==> src/rtl/vco_spi_master_if.sv <==
// Register-write bus from serial_io into the ADF4350 SPI master.
// The host side drives the bus; the SPI master consumes it.
interface vco_spi_master_if;
    logic [6:0]  serial_addr;
    logic [31:0] serial_data;
    logic        serial_strobe;

    modport master (output serial_addr, output serial_data, output serial_strobe);
    modport slave  (input  serial_addr, input  serial_data, input  serial_strobe);
endinterface

==> src/rtl/vco_spi_master.sv <==
// SPI master for the ADF4350: shifts queued 32-bit words MSB-first, then pulses LE.
// A one-word holding register lets the host issue back-to-back writes.
module vco_spi_master #(
    parameter logic [6:0]  DATA_ADDR = 7'd96,
    parameter logic [6:0]  CTRL_ADDR = 7'd97,
    parameter int unsigned CLKDIV    = 4
) (
    input  logic                   clock,
    input  logic                   reset_n,
    vco_spi_master_if.slave        bus,
    input  logic                   muxout,
    output logic                   sclk,
    output logic                   sdata,
    output logic                   le,
    output logic                   busy,
    output logic [31:0]            status
);
    typedef enum logic [2:0] {
        IDLE     = 3'd0,
        SHIFT    = 3'd1,
        LE_SETUP = 3'd2,
        LE_PULSE = 3'd3,
        GAP      = 3'd4
    } state_t;

    localparam logic [7:0] CNT_LAST = 8'(CLKDIV - 1);

    state_t      state_q, state_d;
    logic [7:0]  cnt_q, cnt_d;
    logic [4:0]  bit_q, bit_d;
    logic        sclk_q, sclk_d;
    logic [31:0] shift_q, shift_d;
    logic [31:0] hold_q, hold_d;
    logic        pending_q, pending_d;
    logic        overrun_q, overrun_d;
    logic        le_q, le_d;
    logic        busy_q, busy_d;
    logic        sync1_q, sync2_q;

    logic        wr_s, clr_s, cnt_done_s, gap_end_s, overrun_evt_s;

    assign wr_s       = bus.serial_strobe && (bus.serial_addr == DATA_ADDR);
    assign clr_s      = bus.serial_strobe && (bus.serial_addr == CTRL_ADDR) && bus.serial_data[0];
    assign cnt_done_s = (cnt_q == CNT_LAST);
    assign gap_end_s  = (state_q == GAP) && cnt_done_s;

    // Sequencer next-state: bit timing, LE framing and word hand-off.
    always_comb begin
        state_d       = state_q;
        cnt_d         = cnt_q;
        bit_d         = bit_q;
        sclk_d        = sclk_q;
        shift_d       = shift_q;
        hold_d        = hold_q;
        pending_d     = pending_q;
        overrun_d     = overrun_q;
        le_d          = 1'b0;
        busy_d        = 1'b1;
        overrun_evt_s = 1'b0;

        case (state_q)
            IDLE: begin
                if (wr_s) begin
                    shift_d = bus.serial_data;
                    state_d = SHIFT;
                    cnt_d   = 8'd0;
                    bit_d   = 5'd0;
                    sclk_d  = 1'b0;
                end else begin
                    busy_d  = 1'b0;
                end
            end
            SHIFT: begin
                if (!cnt_done_s) begin
                    cnt_d = cnt_q + 8'd1;
                end else begin
                    cnt_d = 8'd0;
                    if (!sclk_q) begin
                        sclk_d = 1'b1;
                    end else begin
                        // Falling edge: advance data; after bit 31 the register is all zeros.
                        sclk_d  = 1'b0;
                        shift_d = {shift_q[30:0], 1'b0};
                        if (bit_q == 5'd31) begin
                            state_d = LE_SETUP;
                            bit_d   = 5'd0;
                        end else begin
                            bit_d   = bit_q + 5'd1;
                        end
                    end
                end
            end
            LE_SETUP: begin
                if (cnt_done_s) begin
                    cnt_d   = 8'd0;
                    state_d = LE_PULSE;
                    le_d    = 1'b1;
                end else begin
                    cnt_d   = cnt_q + 8'd1;
                end
            end
            LE_PULSE: begin
                if (cnt_done_s) begin
                    cnt_d   = 8'd0;
                    state_d = GAP;
                end else begin
                    cnt_d   = cnt_q + 8'd1;
                    le_d    = 1'b1;
                end
            end
            GAP: begin
                if (cnt_done_s) begin
                    cnt_d  = 8'd0;
                    bit_d  = 5'd0;
                    sclk_d = 1'b0;
                    if (pending_q) begin
                        shift_d = hold_q;
                        state_d = SHIFT;
                    end else if (wr_s) begin
                        shift_d = bus.serial_data;
                        state_d = SHIFT;
                    end else begin
                        state_d = IDLE;
                        busy_d  = 1'b0;
                    end
                end else begin
                    cnt_d = cnt_q + 8'd1;
                end
            end
            default: begin
                state_d = IDLE;
                busy_d  = 1'b0;
            end
        endcase

        // Holding register: a word arriving as the held one is consumed simply replaces it.
        if (gap_end_s && pending_q) begin
            pending_d = wr_s;
            if (wr_s) begin
                hold_d = bus.serial_data;
            end else begin
                hold_d = hold_q;
            end
        end else if (wr_s && (state_q != IDLE) && !gap_end_s) begin
            if (!pending_q) begin
                hold_d    = bus.serial_data;
                pending_d = 1'b1;
            end else begin
                overrun_evt_s = 1'b1;
            end
        end else begin
            pending_d = pending_q;
        end

        if (clr_s) begin
            overrun_d = 1'b0;
        end else if (overrun_evt_s) begin
            overrun_d = 1'b1;
        end else begin
            overrun_d = overrun_q;
        end
    end

    // State, datapath and output registers.
    always_ff @(posedge clock or negedge reset_n) begin
        if (!reset_n) begin
            state_q   <= IDLE;
            cnt_q     <= 8'd0;
            bit_q     <= 5'd0;
            sclk_q    <= 1'b0;
            shift_q   <= 32'd0;
            hold_q    <= 32'd0;
            pending_q <= 1'b0;
            overrun_q <= 1'b0;
            le_q      <= 1'b0;
            busy_q    <= 1'b0;
        end else begin
            state_q   <= state_d;
            cnt_q     <= cnt_d;
            bit_q     <= bit_d;
            sclk_q    <= sclk_d;
            shift_q   <= shift_d;
            hold_q    <= hold_d;
            pending_q <= pending_d;
            overrun_q <= overrun_d;
            le_q      <= le_d;
            busy_q    <= busy_d;
        end
    end

    // Two-flop synchroniser for the asynchronous MUXOUT lock detect.
    always_ff @(posedge clock or negedge reset_n) begin
        if (!reset_n) begin
            sync1_q <= 1'b0;
            sync2_q <= 1'b0;
        end else begin
            sync1_q <= muxout;
            sync2_q <= sync1_q;
        end
    end

    assign sclk   = sclk_q;
    assign sdata  = shift_q[31];
    assign le     = le_q;
    assign busy   = busy_q;
    assign status = {28'd0, sync2_q, overrun_q, pending_q, busy_q};
endmodule

==> src/flat_wrapper.sv <==
// flat-port wrapper written by rule: the top's interface ports become plain ports
module vco_spi_master_flat 
#(
    parameter logic [6:0]  DATA_ADDR = 7'd96,
    parameter logic [6:0]  CTRL_ADDR = 7'd97,
    parameter int unsigned CLKDIV    = 4
)
  (clock, reset_n, muxout, sclk, sdata, le, busy, status, bus_serial_addr, bus_serial_data, bus_serial_strobe);
  vco_spi_master_if bus_i ();
  input  logic clock;
  input  logic reset_n;
  input  logic muxout;
  output logic sclk;
  output logic sdata;
  output logic le;
  output logic busy;
  output logic [31:0] status;
  input wire logic [$bits(bus_i.serial_addr)-1:0] bus_serial_addr;
  input wire logic [$bits(bus_i.serial_data)-1:0] bus_serial_data;
  input wire logic [$bits(bus_i.serial_strobe)-1:0] bus_serial_strobe;
  assign bus_i.serial_addr = bus_serial_addr;
  assign bus_i.serial_data = bus_serial_data;
  assign bus_i.serial_strobe = bus_serial_strobe;
  vco_spi_master #(.DATA_ADDR(DATA_ADDR), .CTRL_ADDR(CTRL_ADDR), .CLKDIV(CLKDIV)) u_core (.clock(clock), .reset_n(reset_n), .bus(bus_i), .muxout(muxout), .sclk(sclk), .sdata(sdata), .le(le), .busy(busy), .status(status));
endmodule
==> config.mk <==
export PLATFORM = sky130hd
export DESIGN_NAME = vco_spi_master_flat
export DESIGN_NICKNAME = d
export VERILOG_FILES = /design/src/rtl/vco_spi_master_if.sv /design/src/rtl/vco_spi_master.sv /design/src/flat_wrapper.sv
export SDC_FILE = /design/constraint.sdc
export NUM_CORES = 1
export LEC_CHECK = 0
export ABC_CLOCK_PERIOD_IN_PS = 3500
export CORE_MARGIN = 5
export CORE_UTILIZATION = 40
export CTS_BUF_LIST = sky130_fd_sc_hd__clkbuf_8 sky130_fd_sc_hd__clkbuf_16
export CTS_CLUSTER_DIAMETER = 60
export DETAILED_ROUTE_END_ITERATION = 8
export GPL_TIMING_DRIVEN = 0
export PLACE_DENSITY = 0.69
export SETUP_SLACK_MARGIN = 0.3
export SYNTH_ARGS = -nofsm -noshare
export SYNTH_HDL_FRONTEND = slang
export SYNTH_SLANG_ARGS = --single-unit
==> constraint.sdc <==
create_clock -name clock -period 3.5 [get_ports clock]
set_input_delay 1.05 -clock clock [delete_from_list [all_inputs] [get_ports clock]]
set_output_delay 1.05 -clock clock [all_outputs]
set_load 0.02 [all_outputs]
# After elaboration in Yosys (flattened, before gate mapping)
# Index checks and enable logic that the tools add are counted.
[totals]
inputBits = 43
reg_bits = 87
[op_classes]
add_sub_neg = 2
eq_ne = 17
reduce_logical = 22
muxes = 48
[ops]
columns = ["op", "n"]
rows = [
  ["32-bit 2-to-1 mux", 9],
  ["32-bit case mux with 3 select lines", 1],
  ["5-bit 2-to-1 mux", 5],
  ["3-bit 2-to-1 mux", 8],
  ["1-bit 2-to-1 mux", 17],
  ["8-bit 2-to-1 mux", 2],
  ["2-bit by 1-bit != test with 1-bit output, second input constant", 8],
  ["8-bit case mux with 2 select lines", 1],
  ["3-bit case mux with 5 select lines", 1],
  ["5-bit case mux with 3 select lines", 1],
  ["7-bit equality test, second input constant", 2],
  ["8-bit by 1-bit adder with 8-bit output, second input constant", 1],
  ["8-bit by 2-bit equality test with 1-bit output, second input constant", 1],
  ["4-bit AND reduction", 2],
  ["1-bit logical AND", 7],
  ["7-bit AND reduction", 1],
  ["3-bit by 2-bit equality test with 1-bit output, second input constant", 2],
  ["1-bit case mux with 3 select lines", 2],
  ["2-bit nonzero test", 3],
  ["3-bit nonzero test", 2],
  ["5-bit by 1-bit adder with 5-bit output, second input constant", 1],
  ["5-bit equality test, second input constant", 1],
  ["5-bit AND reduction", 1],
  ["4-bit OR reduction", 1],
  ["9 further kinds", 9],
]

# Depth between registers and ports, before layout
# Gate-level depths: netlist (run 1).
[logic_depth]
depth_word = 8
mapped_depth = 7
mapped_depth_nobuf = 7

# Worst setup path after synthesis (run 1)
# No wires, ideal clock.
[synth_path]
path_kind = "input -> register"
from = "input bus_serial_addr[3]"
to = "register u_core.hold_q[0]"
arrival_ns = 2.369
path_slack_ns = 1.006
setup_ns = 0.125
n_path_buf = 1
required_ns = 3.375
path_stages = 5
cell_sequence = "nor4b_2 nand2_1 a31oi_4 buf_6 mux2_2"
[synth_via]
elab_chain_len = 6
elab_cells_between_ends = 7
classes_between = "eq/ne: 2; reduce/logical: 5"
[synth_rtl]
columns = ["item", "line", "rtl"]
rows = [
  ["start, declared", "flat_wrapper.sv:18", "input wire logic [$bits(bus_i.serial_addr)-1:0] bus_serial_addr;"],
  ["7-bit equality test (*)", "vco_spi_master.sv:42", "assign wr_s = bus.serial_strobe && (bus.serial_addr == DATA_ADDR);"],
  ["1-bit logical AND (*)", "vco_spi_master.sv:42", ""],
  ["1-bit logical AND (2 in series)", "vco_spi_master.sv:144", "end else if (wr_s && (state_q != IDLE) && !gap_end_s) begin"],
  ["2-bit nonzero test (no line)", "-", ""],
  ["3-bit AND reduction (no line) (*)", "-", ""],
  ["end signal, assigned", "vco_spi_master.sv:183", "hold_q <= hold_d;"],
  ["end, declared", "vco_spi_master.sv:33", "logic [31:0] hold_q, hold_d;"],
]
# Every way passes the cells marked *; elsewhere a longest branch is shown, timed or not.
# A chain may end at the register's enable or synchronous reset.

# Final worst setup path (run 1)
[layout_path]
from = "input bus_serial_addr[3]"
to = "register u_core.shift_q[16]"
[layout_via]
elab_chain_len = 6
[layout_rtl]
columns = ["item", "line", "rtl"]
rows = [
  ["7-bit equality test (*)", "vco_spi_master.sv:42", ""],
  ["1-bit logical AND (*)", "vco_spi_master.sv:42", ""],
  ["32-bit 2-to-1 mux (*)", "-", ""],
  ["32-bit 2-to-1 mux (2 in series)", "-", ""],
  ["32-bit case mux with 3 select lines (*)", "-", ""],
  ["end signal, assigned", "vco_spi_master.sv:182", "shift_q <= shift_d;"],
  ["end, declared", "vco_spi_master.sv:32", "logic [31:0] shift_q, shift_d;"],
]
# Every way passes the cells marked *; elsewhere a longest branch is shown, timed or not. The select of a mux whose other input is x is not followed.

==> metrics.cfg, run 1 <==
[job]
max_cap_violations = 0

[cts]
cts.sinks = 87
cts_buffers = 9
cts_tree = done
holdBufCountCts = 0
cts_resized = 0
clock_path_buffers = 2
cts-htree-levels = 3
cts_root_buffer = clkbuf_16
path_clk_slew_ns = 0.06
insertion_delay_ns = 0.34
cts_setup_buffers = 0

[cells_and_area]
layout_common_cells = dfrtp_1 (87), clkdlybuf4s50_1 (49), mux2_2 (36), a32oi_1 (36), buf_4 (35)
n_antenna_cell = 0
layout.cells.most_common = dfrtp_1
stdcell_count = 668
final_util = 0.500
drive_gt1_frac = 0.261
design_area_um2 = 6000
syn2layout_area_growth_pct = 22.1
fillers = 1080
finalNetCount = 562

[critical_path]
worst_ep_arrival_time_ns = 3.25
slowest_delay_ns = 0.59
crit_slowest_cell = nor4b_2
worstPathMaxFanout = 10
cp_num_buf_inv = 3
cp_data_required_time_ns = 3.77
crit_path_end_kind = flop
path_class = in2reg
path_cells = clkdlybuf4s50_1, nor4b_2, and2_2, clkbuf_8, clkbuf_1, a32oi_1, o2bb2ai_1
critical-path-top-delay-family = buffers and inverters
start_kind = input port

[synth]
avgSynthCellArea_um2 = 11.5
synth_top_family_by_area = compound AO/OA/AOI/OAI gates
synthTopCellsByArea = dfrtp_1 (44%), mux2_2 (8.2%), a32oi_1 (6.4%)
synthAdderAreaFrac = 0.0158
synth-xor-area-share = 0.00356
synth_mux_area_frac = 0.0870
synth_edf_count = 0
yosysWarnings = 0
ys_seq_elements = 87
post_synth_instance_area_um2 = 4920
yosysTopAreaCellShare = 0.443
synth_seq_area_share = 0.443
synth-compound-area-share = 0.252
synth_simple_gate_area_share = 0.0840
ys_async_sr_fraction = 1.00
synth_ff_type = dfrtp_1
netlist_instances = 427
yosysTopAreaCell = dfrtp_1
yosysUniqueCellTypes = 64

[min_path]
hold_class = reg2reg

[detailed_routing]
drtPass1Iterations = 5
ant_nets = 0
wire_per_inst_um = 18.0
drc = 0
vias = 3913
drtIter0Drc = 328
drt-total-wl_um = 12000
via_per_inst = 5.86

[die]
die_h_um = 121
num_io_pins = 79
dieWidth_um = 121
core_area_um2 = 12000
start_util = 0.409
dieArea_um2 = 14600
num_rows = 40

[sta]
grt_setup_unrepaired = false
fin_crit_sh = 0.853
min_period_ns = 2.99
drv_slew = 0
final-hold-violation-count = 0
slew_headroom = 0.490
worst_pin_slew_ns = 0.765
fmax_ghz = 0.335
setup_viol = 0
finClkSkew_ns = 0.00387

[global_route]
first_global_vias = 3933
grt_max_degree = 63
antenna_found_initial = 0
grt_util_all_layers = 0.171
grt_pass1_wl_um = 20300
grt_overflow = 0

[placement]
hpwl_um = 8290
routabilityCongestion = 0.874
placed_area_um2 = 5730
io_buffers = 50
placedCellCount = 652

[pwr]
power_density_nw_per_um2 = 487
pwr-share-clk = 0.306
p_sw_uw = 920
seqPwrFrac = 0.441
vdd_drop_max_v = 0.000212
power_leakage_nw = 2.61
p_int_mw = 2.01
switching_share = 0.314
p_comb_frac = 0.253

[outcome]
status = finished clean

## worst paths after layout
path	start	endpoint	slack [ns]	cells past startpoint
worst min-delay path	u_core.sync1_q	u_core.sync2_q	0.35	0
worst max register to register	u_core.bit_q[0]	u_core.bit_q[3]	1.05	7
min in group asynchronous	reset_n	u_core.cnt_q[7]	0.61	1
max in group asynchronous	reset_n	u_core.hold_q[9]	2.27	2
worst max-delay path	bus_serial_addr[3]	u_core.shift_q[16]	0.51	7
worst min register to register	u_core.sync1_q	u_core.sync2_q	0.35	0
## synthesized netlist by cell type (3+ instances only)
master	instances
dfrtp_1	87
a32oi_1	36
mux2_2	36
buf_4	34
o2bb2ai_1	32
a22o_1	22
clkbuf_1	16
nand3_1	12
o21ai_0	11
nand2_1	10
a21oi_1	9
a22o_2	9
buf_6	9
inv_1	8
nor2_1	8
clkbuf_8	6
a22oi_1	5
and3_1	5
buf_2	5
maj3_1	4
nor3_1	4
ha_1	3
## metrics by stage
step | setup TNS, ns | hold WS [ns] | power, mW | worst slack [ns]
after detailed placement | 0 | 0.344 | 2.04 | 0.164
after global placement | -154.21 | 0.336 | 2.01 | -1.78
after global routing | 0 | 0.367 | 3.08 | 0.357
after floorplan | 0 | 0.331 | 1.79 | 1.01
after CTS | 0 | 0.358 | 2.94 | 0.540
final | 0 | 0.354 | 2.93 | 0.514
## cell families after synthesis
kind of cell    Yosys count
compound gates          147
simple gates             67
buf+inv                  79
mux                      37
fa+ha+maj                 7
flops                    87
other cells               1
xor+xnor                  2
## metal layers
metal / vias up / track usage / wire length (um)
li1: 1788 / - / -
met1: 1957 / 0.234 / 5390
met2: 147 / 0.259 / 5650
met3: 21 / 0.0480 / 761
met4: 0 / 0.0616 / 233
met5: - / 0 / 0
## power groups by stage
stage          Clock [mW]  Combinational [mW]  Sequential [mW]
4_1_cts             0.914               0.738             1.29
3_3_place_gp            0               0.712             1.30
2_1_floorplan           0               0.516             1.28
6_report            0.894               0.740             1.29
5_1_grt             0.960               0.808             1.31
3_5_place_dp            0               0.736             1.30
## flip-flops by register name, summed over array words and instances, names as in the netlist, 3 cells and up
name / cells
u_core.hold_q: 32
u_core.cnt_q: 8
u_core.state_q: 3
u_core.bit_q: 5
u_core.shift_q: 32
## final cells by class
class	instances	area, um2	share of cell area
clock inverters	6	37.5	0.00625
plain buffers	71	529	0.0881
clock buffers	10	239	0.0398
well taps	147	184	0.0306
multi-input cells	288	2280	0.380
flip-flops and latches	87	2180	0.363
repair buffers	51	526	0.0875
inverters	8	30.0	0.00500
(Power assumes the default switching activity.)
==> run 2, diff against run 1 <==
CTS_CLUSTER_SIZE = 30   (was not set)
TNS_END_PERCENT = 50   (was not set)
==> results of run 2 <==
The final DEF is identical to that of run 1; final timing and power are the same.
==> run 3, diff against run 2 <==
ABC_AREA = 1   (was not set)
ABC_CLOCK_PERIOD_IN_PS = 3800   (was 3500)
CAP_MARGIN = 40   (was not set)
PLACE_DENSITY = 0.68   (was 0.69)
clock period = 3.8 ns   (was 3.5 ns; I/O delays follow)
==> run 3 against run 2 <==
Routed wire length rose by 11%. Critical endpoint is now u_core.hold_q[26]. Largest cell class unchanged. Die area rose by 13%. Cell count rose by 57%. Via count up 26%. Register-to-register slack better by 0.86 ns. Synthesized cell count is 82% higher.
==> metrics.cfg, run 3 <==
[critical_path]
cp_data_required_time_ns = 4.04  ; +0.27 ns
crit_path_end_kind = flop
worst_ep_arrival_time_ns = 2.94  ; -0.31 ns
slowest_delay_ns = 0.51  ; -0.08 ns
r2r-end = u_core.bit_q[3]
r2r_slack_ns = 1.91  ; +0.86 ns
path_cells = clkdlybuf4s50_1, nand3_1, nor2_2, nand2_2, nor2_1, nand2_2, nand2_2, nand2_4, buf_6, nand2_1, o21ai_2
path_class = in2reg
worstPathMaxFanout = 10  ; unchanged
start_kind = input port
crit_slowest_cell = clkdlybuf4s50_1
r2r-start = u_core.cnt_q[0]
reg2reg_depth = 9  ; +2
cp_common_cell = nand2_2

[placement]
hpwl_um = 9470  ; +14%
placedCellCount = 1035  ; +59%
routabilityCongestion = 0.823  ; -5.8%
io_buffers = 50  ; unchanged

[die]
start_util = 0.407  ; -0.00217
core_area_um2 = 13800  ; +15%
dieWidth_um = 129  ; +6.4%
num_rows = 43  ; +7.5%
num_io_pins = 79  ; unchanged
die_h_um = 129  ; +6.4%
dieArea_um2 = 16500  ; +13%

[pwr]
power_leakage_nw = 3.51  ; +34%
power_mw = 4.34  ; +48%
vdd_drop_max_v = 0.000300  ; +41%
power_density_nw_per_um2 = 636  ; +30%

[detailed_routing]
drtPass1Iterations = 5  ; unchanged
via_per_inst = 4.70  ; -20%
ant_nets = 0  ; unchanged
drc = 0  ; unchanged
vias = 4939  ; +26%
wire_per_inst_um = 12.7  ; -29%
drt-total-wl_um = 13400  ; +11%
drtIter0Drc = 361  ; +10%

[synth]
yosysWarnings = 0  ; unchanged
yosysTopAreaCellShare = 0.387  ; -0.0561
avgSynthCellArea_um2 = 7.25  ; -37%
synth_edf_count = 0  ; unchanged
netlist_top_cells_count = nand2_1 (202), inv_1 (141), nand3_1 (102)
synth_seq_area_share = 0.387  ; -0.0561
yosysTopAreaCell = dfrtp_1
synthTopCellsByArea = dfrtp_1 (39%), nand2_1 (13%), inv_1 (9.4%)
synth_ff_type = dfrtp_1
ys_async_sr_fraction = 1.00  ; unchanged
ys_seq_elements = 87  ; unchanged
post_synth_instance_area_um2 = 5630  ; +15%
netlist_instances = 777  ; +82%
yosysUniqueCellTypes = 37  ; -42%
synth.most_common_cell = nand2_1

[sta]
drv_slew = 0  ; unchanged
grt_setup_unrepaired = false
final-hold-violation-count = 0  ; unchanged
finClkSkew_ns = 0.0104  ; +0.00656 ns
slew_headroom = 0.618  ; +0.128
fmax_ghz = 0.371
fin_crit_sh = 0.710
min_period_ns = 2.70
setup_viol = 0  ; unchanged
worst_pin_slew_ns = 0.573  ; -0.192 ns

[min_path]
hold_class = reg2reg
hp-start = u_core.sync1_q
hold_depth = 0  ; unchanged
whs_endpoint = u_core.sync2_q

[cells_and_area]
drive_gt1_frac = 0.168  ; -0.0934
n_antenna_cell = 0  ; unchanged
layout.cells.most_common = nand2_1
biggestRegsByFlops = u_core.hold_q (32), u_core.shift_q (32), u_core.cnt_q (8)
stdcell_count = 1051  ; +57%
syn2layout_area_growth_pct = 21.3
layout_common_cells = nand2_1 (202), inv_1 (141), nand3_1 (102), dfrtp_1 (87), clkdlybuf4s50_1 (49)
finalNetCount = 912  ; +62%

[global_route]
grt_util_all_layers = 0.167  ; -0.00412
antenna_found_initial = 0  ; unchanged
grt_pass1_wl_um = 22200  ; +9.6%
grt_max_degree = 47  ; -25%
first_global_vias = 4513  ; +15%
grt_overflow = 0  ; unchanged

[cts]
holdBufCountCts = 0  ; unchanged
cts_resized = 0  ; unchanged
clock_path_buffers = 2  ; unchanged
cts_buffers = 9  ; unchanged
cts-htree-levels = 3  ; unchanged
cts_setup_buffers = 0  ; unchanged
insertion_delay_ns = 0.35  ; about the same
cts_tree = done
cts_root_buffer = clkbuf_16
path_clk_slew_ns = 0.06  ; about the same
cts.sinks = 87  ; unchanged

[job]
max_cap_violations = 0  ; unchanged

[outcome]
status = finished clean

run 3: cell count changes after synthesis, sizes merged, moves of 26 or more:
cell     delta
nor2       +26
o21ai      +62
nand3      +90
a32oi      -36
mux2       -36
nand2     +200
inv       +137
o2bb2ai    -33
a22o       -30
run 3: cell type report:
class / count / area [um2]
clock inverter: 6 / 108
timing repair buffer: 51 / 526
multi-input combinational: 503 / 2530
clock buffer: 10 / 239
tap: 180 / 225
buffer: 69 / 477
fill: 1397 / 7000
inverter: 145 / 544
sequential: 87 / 2180
run 3: kinds of logic after synthesis:
kind of cell,synth area share
other,0.000666
xor gates and xnor gates,0.00311
AOI/OAI and AO/OA,0.145
buffers and inverters,0.181
DFF,0.387
adders and majority gates,0.00667
and+or+nand+nor,0.276
run 3: worst max-delay path: cells and delay by family:
kind / cells / cell delay, ns
compound gates: 1 / 0.05
buf+inv: 2 / 0.69
simple gates: 8 / 1.04
run 3: layer usage:
| layer | part of all wire | routed length [um] | vias up | global-route usage |
|---|---|---|---|---|
| met5 | 0 | 0 | - | 0 |
| met4 | 0.013 | 172 | 0 | 0.0506 |
| met3 | 0.054 | 726 | 18 | 0.0390 |
| met2 | 0.47 | 6310 | 126 | 0.259 |
| met1 | 0.46 | 6180 | 2262 | 0.232 |
| li1 | - | - | 2533 | - |
run 3: metrics by stage:
| stage | util | TNS [ns] | setup WS, ns | hold slack [ns] | cell area (um2) |
|---|---|---|---|---|---|
| floorplan | - | 0 | 1.51 | 0.331 | 5730 |
| global placement | 0.467 | -155.76 | -1.80 | 0.332 | 6460 |
| detailed placement | 0.469 | 0 | 0.742 | 0.336 | 6480 |
| CTS | 0.494 | 0 | 1.11 | 0.350 | 6830 |
| global route | 0.494 | 0 | 0.960 | 0.353 | 6830 |
| finish | 0.494 | 0 | 1.10 | 0.351 | 6830 |
run 3: worst max path at each step:
stage / startpoint / endpoint / cells past startpoint
5_1_grt: bus_serial_addr[6] / u_core.hold_q[22] / 11
6_report: bus_serial_addr[6] / u_core.hold_q[26] / 11
4_1_cts: bus_serial_addr[6] / u_core.hold_q[1] / 11
3_5_place_dp: bus_serial_addr[6] / u_core.hold_q[1] / 11
2_1_floorplan: bus_serial_addr[3] / u_core.hold_q[1] / 11
3_3_place_gp: reset_n / u_core.shift_q[15] / 1
run 3: power breakdown:
group | total (mW) | leakage (nW) | switching [mW] | internal [mW]
combinational | 2.19 | 2.16 | 1.46 | 0.731
sequential | 1.12 | 1.18 | 0.0880 | 1.03
clock | 1.04 | 0.168 | 0.377 | 0.658
total | 4.34 | 3.51 | 1.92 | 2.42
